===== src/rtl/move_sequencer.sv =====
// Queues cube face moves and issues them one at a time to the per-face stepper
// drivers: start pulse, wait for the driver's done handshake, settle, repeat.
//
// state     | meaning
// IDLE      | waiting for go with a non-empty queue
// ISSUE     | start pulse out, head entry popped
// WAIT_ACK  | waiting for the selected driver to drop done
// WAIT_DONE | waiting for the selected driver to raise done
// SETTLE    | counting down the gap before the next move

module move_sequencer #(
   parameter int DEPTH             = 32,
   parameter int STEPS_PER_QUARTER = 50,
   parameter int NUM_MOTORS        = 6,
   parameter int SETTLE_CYCLES     = 1000
) (
   input  logic                    clock,
   input  logic                    reset,
   input  logic                    move_valid,
   input  logic [4:0]              move_data,
   output logic                    move_ready,
   input  logic                    go,
   output logic                    busy,
   output logic [NUM_MOTORS-1:0]   motor_start,
   output logic [7:0]              motor_steps,
   output logic [NUM_MOTORS-1:0]   motor_dir,
   input  logic [NUM_MOTORS-1:0]   motor_done,
   output logic                    seq_done,
   output logic                    error,
   output logic [$clog2(DEPTH):0]  count
);

   localparam int AW = $clog2(DEPTH);
   localparam int CW = AW + 1;
   localparam int SW = $clog2(SETTLE_CYCLES + 1);
   localparam logic [CW-1:0] FULL_COUNT    = CW'(DEPTH);
   localparam logic [SW-1:0] SETTLE_LOAD   = SW'(SETTLE_CYCLES);
   localparam logic [7:0]    STEPS_QUARTER = 8'(STEPS_PER_QUARTER);
   localparam logic [7:0]    STEPS_HALF    = 8'(2 * STEPS_PER_QUARTER);

   typedef enum logic [2:0] {
      IDLE,
      ISSUE,
      WAIT_ACK,
      WAIT_DONE,
      SETTLE
   } state_t;

   state_t                state_q, state_d;
   logic [4:0]            mem_q [DEPTH];
   logic [AW-1:0]         wr_ptr_q, wr_ptr_d;
   logic [AW-1:0]         rd_ptr_q, rd_ptr_d;
   logic [CW-1:0]         count_q, count_d;
   logic [SW-1:0]         settle_q, settle_d;
   logic [2:0]            cur_face_q, cur_face_d;
   logic [NUM_MOTORS-1:0] start_q, start_d;
   logic [NUM_MOTORS-1:0] dir_q, dir_d;
   logic [7:0]            steps_q, steps_d;
   logic                  busy_q, busy_d;
   logic                  seq_done_q, seq_done_d;
   logic                  error_q, error_d;
   logic                  push, bad_face, wr_en, pop, issue;
   logic [4:0]            head;

   assign head       = mem_q[rd_ptr_q];
   assign move_ready = (count_q != FULL_COUNT);

   always_comb begin
      state_d    = state_q;
      wr_ptr_d   = wr_ptr_q;
      rd_ptr_d   = rd_ptr_q;
      count_d    = count_q;
      settle_d   = settle_q;
      cur_face_d = cur_face_q;
      start_d    = '0;
      dir_d      = dir_q;
      steps_d    = steps_q;
      seq_done_d = 1'b0;
      error_d    = error_q;
      issue      = 1'b0;

      // Out-of-range faces complete the handshake but never reach the queue.
      push     = move_valid && move_ready;
      bad_face = (32'(move_data[4:2]) >= NUM_MOTORS);
      wr_en    = push && !bad_face;
      pop      = (state_q == ISSUE);

      if (push && bad_face) error_d = 1'b1;
      if (wr_en) wr_ptr_d = wr_ptr_q + AW'(1);
      if (pop) rd_ptr_d = rd_ptr_q + AW'(1);
      case ({wr_en, pop})
         2'b10:   count_d = count_q + CW'(1);
         2'b01:   count_d = count_q - CW'(1);
         default: count_d = count_q;
      endcase

      case (state_q)
         IDLE: begin
            if (go && count_q != '0) issue = 1'b1;
         end
         ISSUE: state_d = WAIT_ACK;
         WAIT_ACK: begin
            if (!motor_done[cur_face_q]) state_d = WAIT_DONE;
         end
         WAIT_DONE: begin
            if (motor_done[cur_face_q]) begin
               settle_d = SETTLE_LOAD;
               state_d  = SETTLE;
            end
         end
         SETTLE: begin
            settle_d = settle_q - SW'(1);
            if (settle_q == SW'(1)) begin
               if (count_q != '0) begin
                  issue = 1'b1;
               end else begin
                  state_d    = IDLE;
                  seq_done_d = 1'b1;
               end
            end
         end
         default: state_d = IDLE;
      endcase

      // Outputs are loaded on the way into ISSUE so they are valid during it.
      if (issue) begin
         state_d             = ISSUE;
         cur_face_d          = head[4:2];
         start_d             = NUM_MOTORS'(1) << head[4:2];
         dir_d[head[4:2]]    = head[1];
         steps_d             = head[0] ? STEPS_HALF : STEPS_QUARTER;
      end

      busy_d = (state_d != IDLE);
   end

   always_ff @(posedge clock or posedge reset) begin
      if (reset) begin
         state_q    <= IDLE;
         wr_ptr_q   <= '0;
         rd_ptr_q   <= '0;
         count_q    <= '0;
         settle_q   <= '0;
         cur_face_q <= '0;
         start_q    <= '0;
         dir_q      <= '0;
         steps_q    <= '0;
         busy_q     <= 1'b0;
         seq_done_q <= 1'b0;
         error_q    <= 1'b0;
      end else begin
         state_q    <= state_d;
         wr_ptr_q   <= wr_ptr_d;
         rd_ptr_q   <= rd_ptr_d;
         count_q    <= count_d;
         settle_q   <= settle_d;
         cur_face_q <= cur_face_d;
         start_q    <= start_d;
         dir_q      <= dir_d;
         steps_q    <= steps_d;
         busy_q     <= busy_d;
         seq_done_q <= seq_done_d;
         error_q    <= error_d;
      end
   end

   always_ff @(posedge clock) begin
      if (wr_en) mem_q[wr_ptr_q] <= move_data;
   end

   assign motor_start = start_q;
   assign motor_steps = steps_q;
   assign motor_dir   = dir_q;
   assign busy        = busy_q;
   assign seq_done    = seq_done_q;
   assign error       = error_q;
   assign count       = count_q;

endmodule


===== config.mk =====
export PLATFORM = sky130hd
export DESIGN_NAME = move_sequencer
export DESIGN_NICKNAME = d
export VERILOG_FILES = /design/src/rtl/move_sequencer.sv
export SDC_FILE = /design/constraint.sdc
export NUM_CORES = 1
export LEC_CHECK = 0
export BUFFER_PORTS_ARGS = -buffer_cell sky130_fd_sc_hd__clkbuf_2
export CAP_MARGIN = 30
export CORE_MARGIN = 2
export CORE_UTILIZATION = 35
export DETAILED_ROUTE_END_ITERATION = 10
export SLEW_MARGIN = 10
export SYNTH_ARGS = -nofsm -noshare
export SYNTH_HDL_FRONTEND = slang
export SYNTH_SLANG_ARGS = --single-unit

===== constraint.sdc =====
create_clock -name clock -period 4.05 [get_ports clock]
set_input_delay 0.405 -clock clock [delete_from_list [all_inputs] [get_ports clock]]
set_output_delay 0.405 -clock clock [all_outputs]
set_load 0.02 [all_outputs]

## Word-level counts from Yosys, hierarchy flattened

Memories as Yosys holds them, arrays and structs flattened.
Cells that the tools add are included.

- Bits in read-only memories: 0
- Memories: 1
- Bits in latches: 0
- Register bits: 55
- Output and inout bits: 30
- Logic and storage cells: 69
- Memory bits (writable): 160

Memories:

| name | depth | width | read ports | clocked after Yosys merged registers in | write ports | RTL line | source |
|---|---|---|---|---|---|---|---|
| mem_q | 32 | 5 | 1 | 0 | 1 | 50 | `logic [4:0] mem_q [DEPTH];` |

- Reductions and logical operators: 12
- Add/subtract/negate cells: 5
- Shift operators: 1
- Multiply operators: 0
- Divide/modulo/power cells: 0
- Eq/ne operators: 9
- Bitwise gates (word level): 0
- Multiplexer cells: 25
- Order comparisons: 4

Operators by type and width:

| operator | count |
|---|---|
| $pmux 10 s2 | 1 |
| $mux 3 | 5 |
| $pmux 3 s5 | 1 |
| $pmux 6 s2 | 1 |
| $add 5x1->5 const B | 2 |
| $eq 10x1->1 const B | 1 |
| $mux 1 | 10 |
| $mux 10 | 1 |
| $sub 10x1->10 const B | 1 |
| $lt 3x4->1 const B | 2 |
| $mux 7 | 1 |
| $add 6x1->6 const B | 1 |
| $bwmux 6 | 1 |
| $eq 3x2->1 const B | 2 |
| $mux 6 | 1 |
| $ne 6x6->1 const B | 1 |
| $reduce_bool 6->1 | 1 |
| $shl 1x3->6 const A | 1 |
| $sub 6x1->6 const B | 1 |
| $logic_and 1x1->1 | 5 |
| $reduce_bool 2->1 | 2 |
| $bmux 1 s3 | 1 |
| $demux 1 s3 | 1 |
| $eq 3x1->1 const B | 1 |
| other kinds (11) | 11 |

## Longest topological paths before layout

Gate-level depths: netlist of run 1.

- Depth in word-level cells: 6
- Gate-level depth with buffers: 15
- Mapped depth without buffers: 13

## Worst setup path before layout of run 1

No wires, ideal clock.

- Path kind: reg2reg
- Start point: register count_q[1], in the netlist count[1]
- End point: register count_q[4], in the netlist count[4]
- Arrival: 3421 ps
- Slack: 495 ps
- Path buffers: 2
- Cell stages (with the launch flop): 16
- Period minus slack after synthesis: 3555 ps
- Cell sequence: dfrtp_1 > or3_1 > or4b_1 > and3_1 > buf_2 > inv_1 > ha_1 > clkbuf_1 > xor2_1 > ha_1 > a21o_1 > nand2_1 > a21oi_1 > a311oi_1 > nor2_1 > xor2_1

- Word-level cells in the longest chain between the ends: 5
- Elaborated cells between the ends (all ways): 9
- Those cells by class: add/sub: 2; eq/ne: 3; mux: 1; reduce/logical: 3

Ends and longest elaborated chain:

| what | RTL line | source |
|---|---|---|
| start, declared | 53 | `logic [CW-1:0] count_q, count_d;` |
| start signal, assigned | 155 | `count_q <= count_d;` |
| $ne 6x6->1 (*) | 66 | `assign move_ready = (count_q != FULL_COUNT);` |
| named net move_ready | 21 | `output logic move_ready,` |
| $logic_and 1x1->1 (*) | 83 | `push = move_valid && move_ready;` |
| $logic_and 1x1->1 (*) | 85 | `wr_en = push && !bad_face;` |
| $eq 2x1->1 / $eq 2x2->1 (equally long branches) | 91 | `case ({wr_en, pop})` |
| $pmux 6 s2 / $reduce_bool 2->1 (equally long branches) | n/a |  |

The timed path passes the listed nets; every way through them passes the cells marked *.
A chain may end at the register's enable or synchronous reset.

## Worst setup path in the final report of run 1

- Start point: register count_q[1], in the netlist count[1]
- End point: register count_q[4], in the netlist count[4]

- Word-level cells in the longest chain between the ends: 5
- Elaborated cells between the ends (all ways): 9
- Those cells by class: add/sub: 2; eq/ne: 3; mux: 1; reduce/logical: 3

Ends and longest elaborated chain:

| what |
|---|
| parallel branches: the longest is 5 deep, another holds $sub 6x1->6 |

Parallel ways; which one is timed is not known.

==> results of run 1 <==
cells in the mapped netlist (5+ instances only):
library cell / count
ha_1: 10
edfxtp_1: 160
mux2i_1: 17
inv_1: 16
dfrtp_1: 50
o221ai_1: 6
o21ai_0: 9
a21oi_1: 7
nand3_1: 10
nand4_1: 5
nor2_1: 47
clkbuf_1: 10
buf_4: 6
nand3b_1: 6
mux2_2: 5
nand2_1: 26
xnor2_1: 16
mux4_2: 36
xor2_1: 6
power by group:
group | switching (uW) | internal, uW
clock network | 798 | 1200
registers | 342 | 2580
logic | 1070 | 932
total | 2210 | 4700
cell usage in the layout, fill, tap and decap left out, types with 3 or more instances in the layout:
cell type and count:
clkbuf_16 22, nor4_1 3, o21ai_0 9, edfxtp_1 160, clkinv_1 6, a21oi_1 7, conb_1 3, nor3_1 4
clkbuf_1 7, nor2_1 47, bufinv_16 3, mux2_1 3, mux4_2 36, inv_1 15, nand3b_1 6, clkbuf_2 41
a21o_1 4, xnor2_1 16, nand3_1 10, nor2b_1 4, buf_4 7, ha_1 10, mux4_1 3, mux2i_1 17
nand2_1 26, buf_12 3, nand4_1 5, o221ai_1 6, or3_1 3, xor2_1 6, dfrtp_1 49, mux2_2 5
or2_2 3, a22o_1 4
per-layer routing:
metal,track usage (%),share of wire (%),routed length (um)
met2,22.0,48,8240
met4,2.98,1.6,267
met1,18.9,45,7780
met3,2.40,4.9,831
met5,0,0,0
registers in the layout, indices dropped and copies added (netlist names), 5 cells and up:
register and flops:
mem_q 160, count 6, rd_ptr_q 5, motor_start 6, wr_ptr_q 5, motor_dir 6
settle_q 10
logic make-up (layout without fill, tap and decap cells):
| logic type | after synthesis | in the layout | synth area share, % |
|---|---|---|---|
| compound gates | 46 | 46 | 3.87 |
| flops | 210 | 210 | 69.4 |
| simple gates | 127 | 127 | 7.31 |
| other cells | 1 | 3 | 0.0430 |
| fa+ha+maj | 10 | 10 | 1.43 |
| buf+inv | 41 | 108 | 2.54 |
| mux | 64 | 64 | 13.2 |
| xor+xnor | 22 | 22 | 2.21 |
critical path, delay by kind of cell, from the launching register on:
kind	cells	cell delay, ns
and+or+nand+nor	5	1.49
buffers and inverters	1	0.11
DFF	1	0.45
adders and majority gates	2	0.53
AOI/OAI and AO/OA	3	0.53
xor gates and xnor gates	2	0.24
layout make-up:
class	instances	area (um2)
Clock buffer	29	577
Multi-Input combinational cell	272	2460
Tap cell	324	405
Inverter	16	60.1
Fill cell	2211	14400
Timing Repair Buffer	52	328
Clock inverter	11	138
Sequential cell	210	6060
through the flow:
stage	util, %	setup WS, ns	total power, uW	area, um2	hold WS, ns
after floorplan	-	0.495	4380	8730	0.469
final	41.1	0.548	6910	10000	0.148
after detailed placement	38.1	0.592	4980	9300	0.461
after CTS	41.1	0.567	6980	10000	0.140
after global placement	38.1	0.724	4910	9280	0.453
after global routing	41.1	0.263	7260	10000	0.159
timing repair:
item | in CTS | in global routing
hold endpoints to repair | 21 | 0
buffers inserted | 0 | 0
hold buffers | 1 | 0
worst paths after layout:
kind	startpoint	cells after the start	slack (ns)	to
max reg2reg	count[1]$_DFFE_PP0P_	13	0.55	count[4]$_DFFE_PP0P_
min	move_valid	2	0.15	error$_DFFE_PP0P_
max in group asynchronous	reset	4	3.05	rd_ptr_q[4]$_DFFE_PP0P_
min in group asynchronous	reset	3	0.47	count[2]$_DFFE_PP0P_
max	count[1]$_DFFE_PP0P_	13	0.55	count[4]$_DFFE_PP0P_
min reg2reg	motor_steps[5]$_DFFE_PP0P_	1	0.47	motor_steps[5]$_DFFE_PP0P_
==> flow_summary.yaml, run 1 <==
cells_and_area:
  nets: 599
  n_antenna_cell: 0
  drive_above_1_share_pct: 22.4
  instances_no_fill: 914
  syn_to_final_growth_pct: 14.9
timing:
  rsz0062_at_grt: "false"
  clock_skew_ns: 0.0224
  period_share_pct: 86.5
  finalSetupTns_ns: 0
  tightest_slew_ns: 0.939
  fin_crit_ns: 3.50
  relSlewSlack_pct: 37.4
  hold_violations: 0
  fmax_mhz: 286
  drv_slew: 0
  setup_viol_count_final: 0
routing:
  routed_wirelength_mm: 17.1
  drc_errors: 0
  ant_nets: 0
  dr.first_iter.drc_count: 405
  viasPerCell: 5.07
  vias: 4630
  first_pass_iters: 5
  wl_per_cell_um: 18.7
global_routing:
  grt_pass1_wl_mm: 27.4
  grt_overflow_total: 0
  grt_pass1_vias: 4772
  grt_usage_pct: 13.4
  grt_start_max_net_pins: 35
  antenna_found_initial: 0
logic_synthesis:
  synth-seq-area-share_pct: 69.4
  synth_area_um2: 8720
  synth_edf_count: 160
  synth_cells: 521
  yosys_warnings: 0
  ys.flop_type: "edfxtp_1"
  synth_top_area_cell: "edfxtp_1"
  avgSynthCellArea_um2: 16.7
  ys_ff_latch: 210
  synthTopCellsByArea: "edfxtp_1 55%, dfrtp_1 14%, mux4_2 9.3%"
  async_reset_ff_share_pct: 23.8
  ys_types: 56
  synth_top_area_share_pct: 55.1
placement:
  hpwl_mm: 11.3
  post-place-cells: 873
  port_buffers: 41
  place.gp.congestion: 0.770
setup_path:
  cpPeakStageDelay_ns: 0.59
  slowest_stage: "or4b_1"
  crit_path_max_fanout: 9
  endpoint_kind: "register"
  crit_chain: "or3_1, or4b_1, and3_1, inv_1, ha_1, xor2_1, ha_1, a21o_1, nand2_1, a21oi_1, a311oi_1, nor2_1, xor2_1"
  crit_type: "register to register"
  worstSetupStartpointType: "register"
  cp.required_ns: 4.43
  arrival_ns: 3.88
clocking:
  worstSkewPairLatency_ns: 0.51
  cts-root-buf: "clkbuf_16"
  cts_made_buffers: 22
  cts_htree_levels: 1
  clock-sinks: 210
  clk_path_buf_depth: 3
  cts_tree: "yes"
  cts_resized: 0
  path_clk_slew_ns: 0.06
floorplanning:
  initial_core_util_pct: 35.8
  die-area_um2: 26200
  rows: 57
  core_um2: 24400
  dieHeight_um: 162
  die_w_um: 162
  ioPinCount: 45
flow_run:
  drv_cap: 0
outcome:
  status: "finished, final reports clean"
power_and_ir_drop:
  power.leakage_uw: 0.00352
  power_density_nw_per_um2: 690
  peakVddDrop_uv: 424
hold_path:
  hold_class: "input port to register"
Note: power is estimated with default switching activity, not from simulation.
==> inputs of run 2 (changes only) <==
--- a/config.mk
+++ b/config.mk
@@ -7,9 +7,13 @@
 export LEC_CHECK = 0
 export BUFFER_PORTS_ARGS = -buffer_cell sky130_fd_sc_hd__clkbuf_2
 export CAP_MARGIN = 30
+export CELL_PAD_IN_SITES_DETAIL_PLACEMENT = 0
+export CELL_PAD_IN_SITES_GLOBAL_PLACEMENT = 1
 export CORE_MARGIN = 2
 export CORE_UTILIZATION = 35
 export DETAILED_ROUTE_END_ITERATION = 10
+export PLACE_DENSITY_LB_ADDON = 0.1
+export RECOVER_POWER = 25
 export SLEW_MARGIN = 10
 export SYNTH_ARGS = -nofsm -noshare
 export SYNTH_HDL_FRONTEND = slang
==> run 2 against run 1 <==
  * The flow now finishes with violations (max-capacitance violations, max-slew violations)
  * Cell area rose by 0.56%
  * Hold slack better by 0.025 ns
  * Core utilization is 0.23 points higher
  * Via count is 0.41% lower
  * Largest cell class unchanged
  * Largest power group unchanged
==> flow_summary.yaml, run 2 (synthesized netlist as in run 1, its figures left out) <==
outcome:
  status: "complete, but fails checks"
  violations: "max-capacitance violations, max-slew violations"
clocking:
  clock-sinks: 210
  worstSkewPairLatency_ns: 0.51
  cts_setup_buffers: 0
  clk_path_buf_depth: 3
  cts_htree_levels: 1
  cts_tree: "yes"
  cts_made_buffers: 24
  path_clk_slew_ns: 0.06
  cts-root-buf: "clkbuf_16"
cells_and_area:
  top_register: "mem_q"
  drive_above_1_share_pct: 22.5
  n_antenna_cell: 0
  layout_commonest_cell: "edfxtp_1"
  final_cell_mix: "160 x edfxtp_1, 49 x dfrtp_1, 47 x nor2_1, 37 x clkbuf_2, 36 x mux4_2"
  reg_top3: "mem_q (160), settle_q (10)"
  syn_to_final_growth_pct: 15.6
  nets: 604
  largest_reg_flops: 160
timing:
  fin_crit_ns: 3.46
  finalSetupTns_ns: 0
  tightest_slew_ns: 1.61
  setup_viol_count_final: 0
  hold_violations: 0
  period_share_pct: 85.6
  whs_ns: 0.173
  clock_skew_ns: 0.0172
  setup_ws_ns: 0.585
  fmax_mhz: 289
  drv_slew: 68
  rsz0062_at_grt: "false"
  relSlewSlack_pct: -7.34
power_and_ir_drop:
  switching_power_uw: 2290
  p_seq_share_pct: 41.4
  power.leakage_uw: 0.00355
  power_density_nw_per_um2: 703
  p_int_uw: 4800
  peakVddDrop_uv: 273
  comb_power_share_pct: 28.8
  swShare_pct: 32.3
  p_clk_share_pct: 29.8
  total_power_uw: 7080
placement:
  dp_slack_ns: 0.599
  hpwl_mm: 12.6
  place.gp.congestion: 0.772
  port_buffers: 41
routing:
  dr.first_iter.drc_count: 290
  viasPerCell: 5.01
  routed_wirelength_mm: 19.1
  vias: 4611
  ant_nets: 0
  first_pass_iters: 4
  drc_errors: 0
  wl_per_cell_um: 20.7
global_routing:
  grt_overflow_total: 0
  grt_usage_pct: 14.8
  grt_pass1_vias: 4783
  antenna_found_initial: 0
  grt_pass1_wl_mm: 29.4
  grt_start_max_net_pins: 38
floorplanning:
  dieHeight_um: 162
  die_w_um: 162
  die-area_um2: 26200
  core_um2: 24400
  ioPinCount: 45
  initial_core_util_pct: 35.8
  rows: 57
hold_path:
  hold_path_startpoint: "move_valid"
  holdPathEnd: "error$_DFFE_PP0P_"
  hold_class: "input port to register"
  holdPathStages: 2
setup_path:
  arrival_ns: 3.85
  crit_path_max_fanout: 9
  endpoint_kind: "register"
  timing.rr.start: "count[1]$_DFFE_PP0P_"
  crit_type: "register to register"
  r2r_cells: 13
  reg2reg_to: "count[4]$_DFFE_PP0P_"
  worstSetupStartpointType: "register"
  cp.required_ns: 4.43
  r2r_slack_ns: 0.59
flow_run:
  drv_cap: 2
run 2: cell count changes in the layout (fill, tap and decap cells not counted), moves of 2 or more:
cell / delta
buf_4: +2
bufinv_16: -2
clkbuf_2: -4
clkinv_2: +2
clkbuf_8: +3
clkbuf_1: +7
clkbuf_16: +4
clkinv_1: -3
run 2: timing repair:
| item | CTS | global route |
|---|---|---|
| hold buffers | 1 | 0 |
| gates resized for setup | 0 | 0 |
| endpoints found under the setup margin | 0 | 0 |
| endpoints found under the hold margin | 13 | 0 |
run 2: area by class of cell:
cell class              count  area [um2]
clock buffers              37         722
inverters                  16        60.1
repair buffers             55         325
multi-input cells         272        2460
clock inverters             6        51.3
well taps                 324         405
fillers                  2228       14300
flip-flops and latches    210        6060
run 2: worst max-delay path: stages (launching register included):
cell	delay [ns]
dfrtp_1	0.46
or3_1	0.43
or4b_1	0.57
and3_1	0.31
inv_1	0.11
ha_1	0.32
xor2_1	0.11
ha_1	0.25
a21o_1	0.19
nand2_1	0.06
a21oi_1	0.06
a311oi_1	0.24
nor2_1	0.08
xor2_1	0.14
run 2: metal layers:
metal | part of all wire [%] | vias to the layer above | wire, um | global-route usage [%]
li1 | - | 2119 | - | -
met1 | 44 | 2367 | 8470 | 19.8
met2 | 49 | 100 | 9430 | 25.4
met3 | 4.4 | 25 | 830 | 2.45
met4 | 1.7 | 0 | 328 | 3.82
met5 | 0 | - | 0 | 0
run 2: worst max-delay path by stage:
stage                    startpoint              endpoint  slack [ns]
2_1_floorplan  count[1]$_DFFE_PP0P_  count[4]$_DFFE_PP0P_        0.49
3_3_place_gp   count[1]$_DFFE_PP0P_  count[4]$_DFFE_PP0P_        0.67
3_5_place_dp   count[1]$_DFFE_PP0P_  count[4]$_DFFE_PP0P_        0.60
4_1_cts        count[1]$_DFFE_PP0P_  count[4]$_DFFE_PP0P_        0.59
5_1_grt        count[1]$_DFFE_PP0P_  count[4]$_DFFE_PP0P_        0.39
6_report       count[1]$_DFFE_PP0P_  count[4]$_DFFE_PP0P_        0.59
run 2: power by group through the flow:
stage | Clock, uW | Combinational, uW | Sequential, uW
floorplan | 0 | 1520 | 2860
detailed placement | 0 | 2080 | 2980
CTS | 2160 | 2080 | 2940
global placement | 0 | 2060 | 2970
global route | 2250 | 2230 | 2980
finish | 2110 | 2040 | 2930
run 2: metrics by stage:
stage	area (um2)	util, %	std cells
final	10100	41.3	920
after CTS	10100	41.4	920
after detailed placement	9310	38.2	876
after floorplan	8730	-	523
after global routing	10100	41.3	920
after global placement	9290	38.1	875
==> inputs of run 3 (changes only) <==
--- a/config.mk
+++ b/config.mk
@@ -12,7 +12,7 @@
 export CORE_MARGIN = 2
 export CORE_UTILIZATION = 35
 export DETAILED_ROUTE_END_ITERATION = 10
-export PLACE_DENSITY_LB_ADDON = 0.1
+export PLACE_DENSITY_LB_ADDON = 0.08
 export RECOVER_POWER = 25
 export SLEW_MARGIN = 10
 export SYNTH_ARGS = -nofsm -noshare
==> run 3 against run 2 <==
  * The run still ends with max-capacitance violations, max-slew violations left
  * Maximum frequency is 0.53% lower
  * Register-to-register slack worse by 0.02 ns
  * Total power down 1.0%
  * Clock skew grew 0.0030 ns
  * Largest power group unchanged
  * Flip-flop and latch count unchanged
  * Die area unchanged
  * Via count rose by 0.87%
  * Sequential share of layout area grew 0.28 points
  * Highest routed layer unchanged
  * Hold slack got worse by 0.0030 ns
  * First-iteration DRC count fell by 2.4%
==> flow_summary.yaml, run 3 (synthesized netlist as in run 1, its figures left out) <==
power_and_ir_drop:
  p_seq_share_pct: 42.0
  power_density_nw_per_um2: 699
  peakVddDrop_uv: 298
  power.leakage_uw: 0.00353
  p_clk_share_pct: 29.2
  swShare_pct: 32.6
  switching_power_uw: 2290
  p_int_uw: 4720
  comb_power_share_pct: 28.8
timing:
  period_share_pct: 86.0
  relSlewSlack_pct: -9.97
  rsz0062_at_grt: "false"
  clock_skew_ns: 0.0202
  drv_slew: 34
  finalSetupTns_ns: 0
  setup_viol_count_final: 0
  setup_ws_ns: 0.566
  hold_violations: 0
  tightest_slew_ns: 1.65
  fin_crit_ns: 3.48
  fmax_mhz: 287
routing:
  first_pass_iters: 5
  wl_per_cell_um: 20.7
  vias: 4651
  drc_errors: 0
  routed_wirelength_mm: 19.0
  ant_nets: 0
  viasPerCell: 5.06
  dr.first_iter.drc_count: 283
placement:
  dp_slack_ns: 0.583
  post-place-cells: 875
  place.gp.congestion: 0.753
  port_buffers: 41
  hpwl_mm: 12.6
floorplanning:
  ioPinCount: 45
  core_um2: 24400
  rows: 57
  die-area_um2: 26200
  dieHeight_um: 162
  initial_core_util_pct: 35.8
  die_w_um: 162
cells_and_area:
  utilization_pct: 41.1
  top_register: "mem_q"
  layout_commonest_cell: "edfxtp_1"
  syn_to_final_growth_pct: 15.0
  nets: 603
  fillCellCount: 2254
  final_cell_mix: "160 x edfxtp_1, 49 x dfrtp_1, 47 x nor2_1, 37 x clkbuf_2, 36 x mux4_2"
  instances_no_fill: 919
  largest_reg_flops: 160
  drive_above_1_share_pct: 22.5
  reg_top3: "mem_q (160), settle_q (10)"
  n_antenna_cell: 0
setup_path:
  slowest_stage: "or4b_1"
  r2r_cells: 13
  crit_chain: "or3_1, or4b_1, and3_1, inv_1, ha_1, xor2_1, ha_1, a21o_1, nand2_1, a21oi_1, a311oi_1, nor2_1, xor2_1"
  worstSetupStartpointType: "register"
  crit_path_max_fanout: 9
  cpPeakStageDelay_ns: 0.57
  arrival_ns: 3.86
  cp.required_ns: 4.43
  crit_type: "register to register"
  endpoint_kind: "register"
clocking:
  cts_htree_levels: 1
  cts_setup_buffers: 0
  cts-root-buf: "clkbuf_16"
  clk_path_buf_depth: 3
  worstSkewPairLatency_ns: 0.51
  clock-sinks: 210
  hold_buffers: 1
  cts_made_buffers: 24
  cts_resized: 0
  path_clk_slew_ns: 0.06
  cts_tree: "yes"
outcome:
  status: "complete, but fails checks"
  violations: "max-capacitance violations, max-slew violations"
global_routing:
  grt_overflow_total: 0
  antenna_found_initial: 0
  grt_pass1_wl_mm: 29.3
  grt_pass1_vias: 4752
  grt_start_max_net_pins: 34
  grt_usage_pct: 14.8
flow_run:
  drv_cap: 1
hold_path:
  hold_class: "input port to register"
  holdPathStages: 2
run 3: cell types whose count changed in the layout (fill, tap and decap cells not counted), sizes merged:
cell	previous run	this run
buf	11	10
clkbuf	80	79
clkinv	5	6
run 3: worst paths after layout:
path	start	to	slack (ns)
max	count[1]$_DFFE_PP0P_	count[4]$_DFFE_PP0P_	0.57
min	move_valid	error$_DFFE_PP0P_	0.17
max reg2reg	count[1]$_DFFE_PP0P_	count[4]$_DFFE_PP0P_	0.57
min reg2reg	motor_steps[5]$_DFFE_PP0P_	motor_steps[5]$_DFFE_PP0P_	0.48
max in group asynchronous	reset	motor_start[3]$_DFF_PP0_	3.07
min in group asynchronous	reset	error$_DFFE_PP0P_	0.44
run 3: worst max-delay path, delay by kind of cell (launching register included):
family          cells  cell delay, ns
simple gates        5            1.45
fa+ha+maj           2            0.57
compound gates      3            0.50
flops               1            0.46
xor+xnor            2            0.26
buf+inv             1            0.12
run 3: per-stage QoR:
step	hold slack, ns	cell area (um2)	total power (uW)
finish	0.170	10000	7010
global route	0.162	10000	7380
CTS	0.160	10000	7120
detailed placement	0.431	9290	5050
global placement	0.453	9270	5010
floorplan	0.469	8730	4380
run 3: layer usage:
metal / wire [um] / global-route usage [%] / up-vias
li1: - / - / 2111
met1: 8870 / 21.0 / 2394
met2: 8990 / 24.1 / 113
met3: 774 / 2.15 / 33
met4: 412 / 3.94 / 0
met5: 0 / 0 / -
run 3: area by class of cell:
type	instances	area (um2)	area share, %
Clock buffer	36	687	6.85
Multi-Input combinational cell	272	2460	24.5
Tap cell	324	405	4.04
Clock inverter	7	58.8	0.586
Inverter	16	60.1	0.599
Timing Repair Buffer	54	305	3.04
Sequential cell	210	6060	60.4
run 3: power groups by stage:
stage          sequential (uW)  combinational (uW)  clock, uW
6_report                  2940                2020       2050
5_1_grt                   2990                2200       2190
3_3_place_gp              2980                2030          0
2_1_floorplan             2860                1520          0
4_1_cts                   2950                2070       2100
3_5_place_dp              2990                2050          0
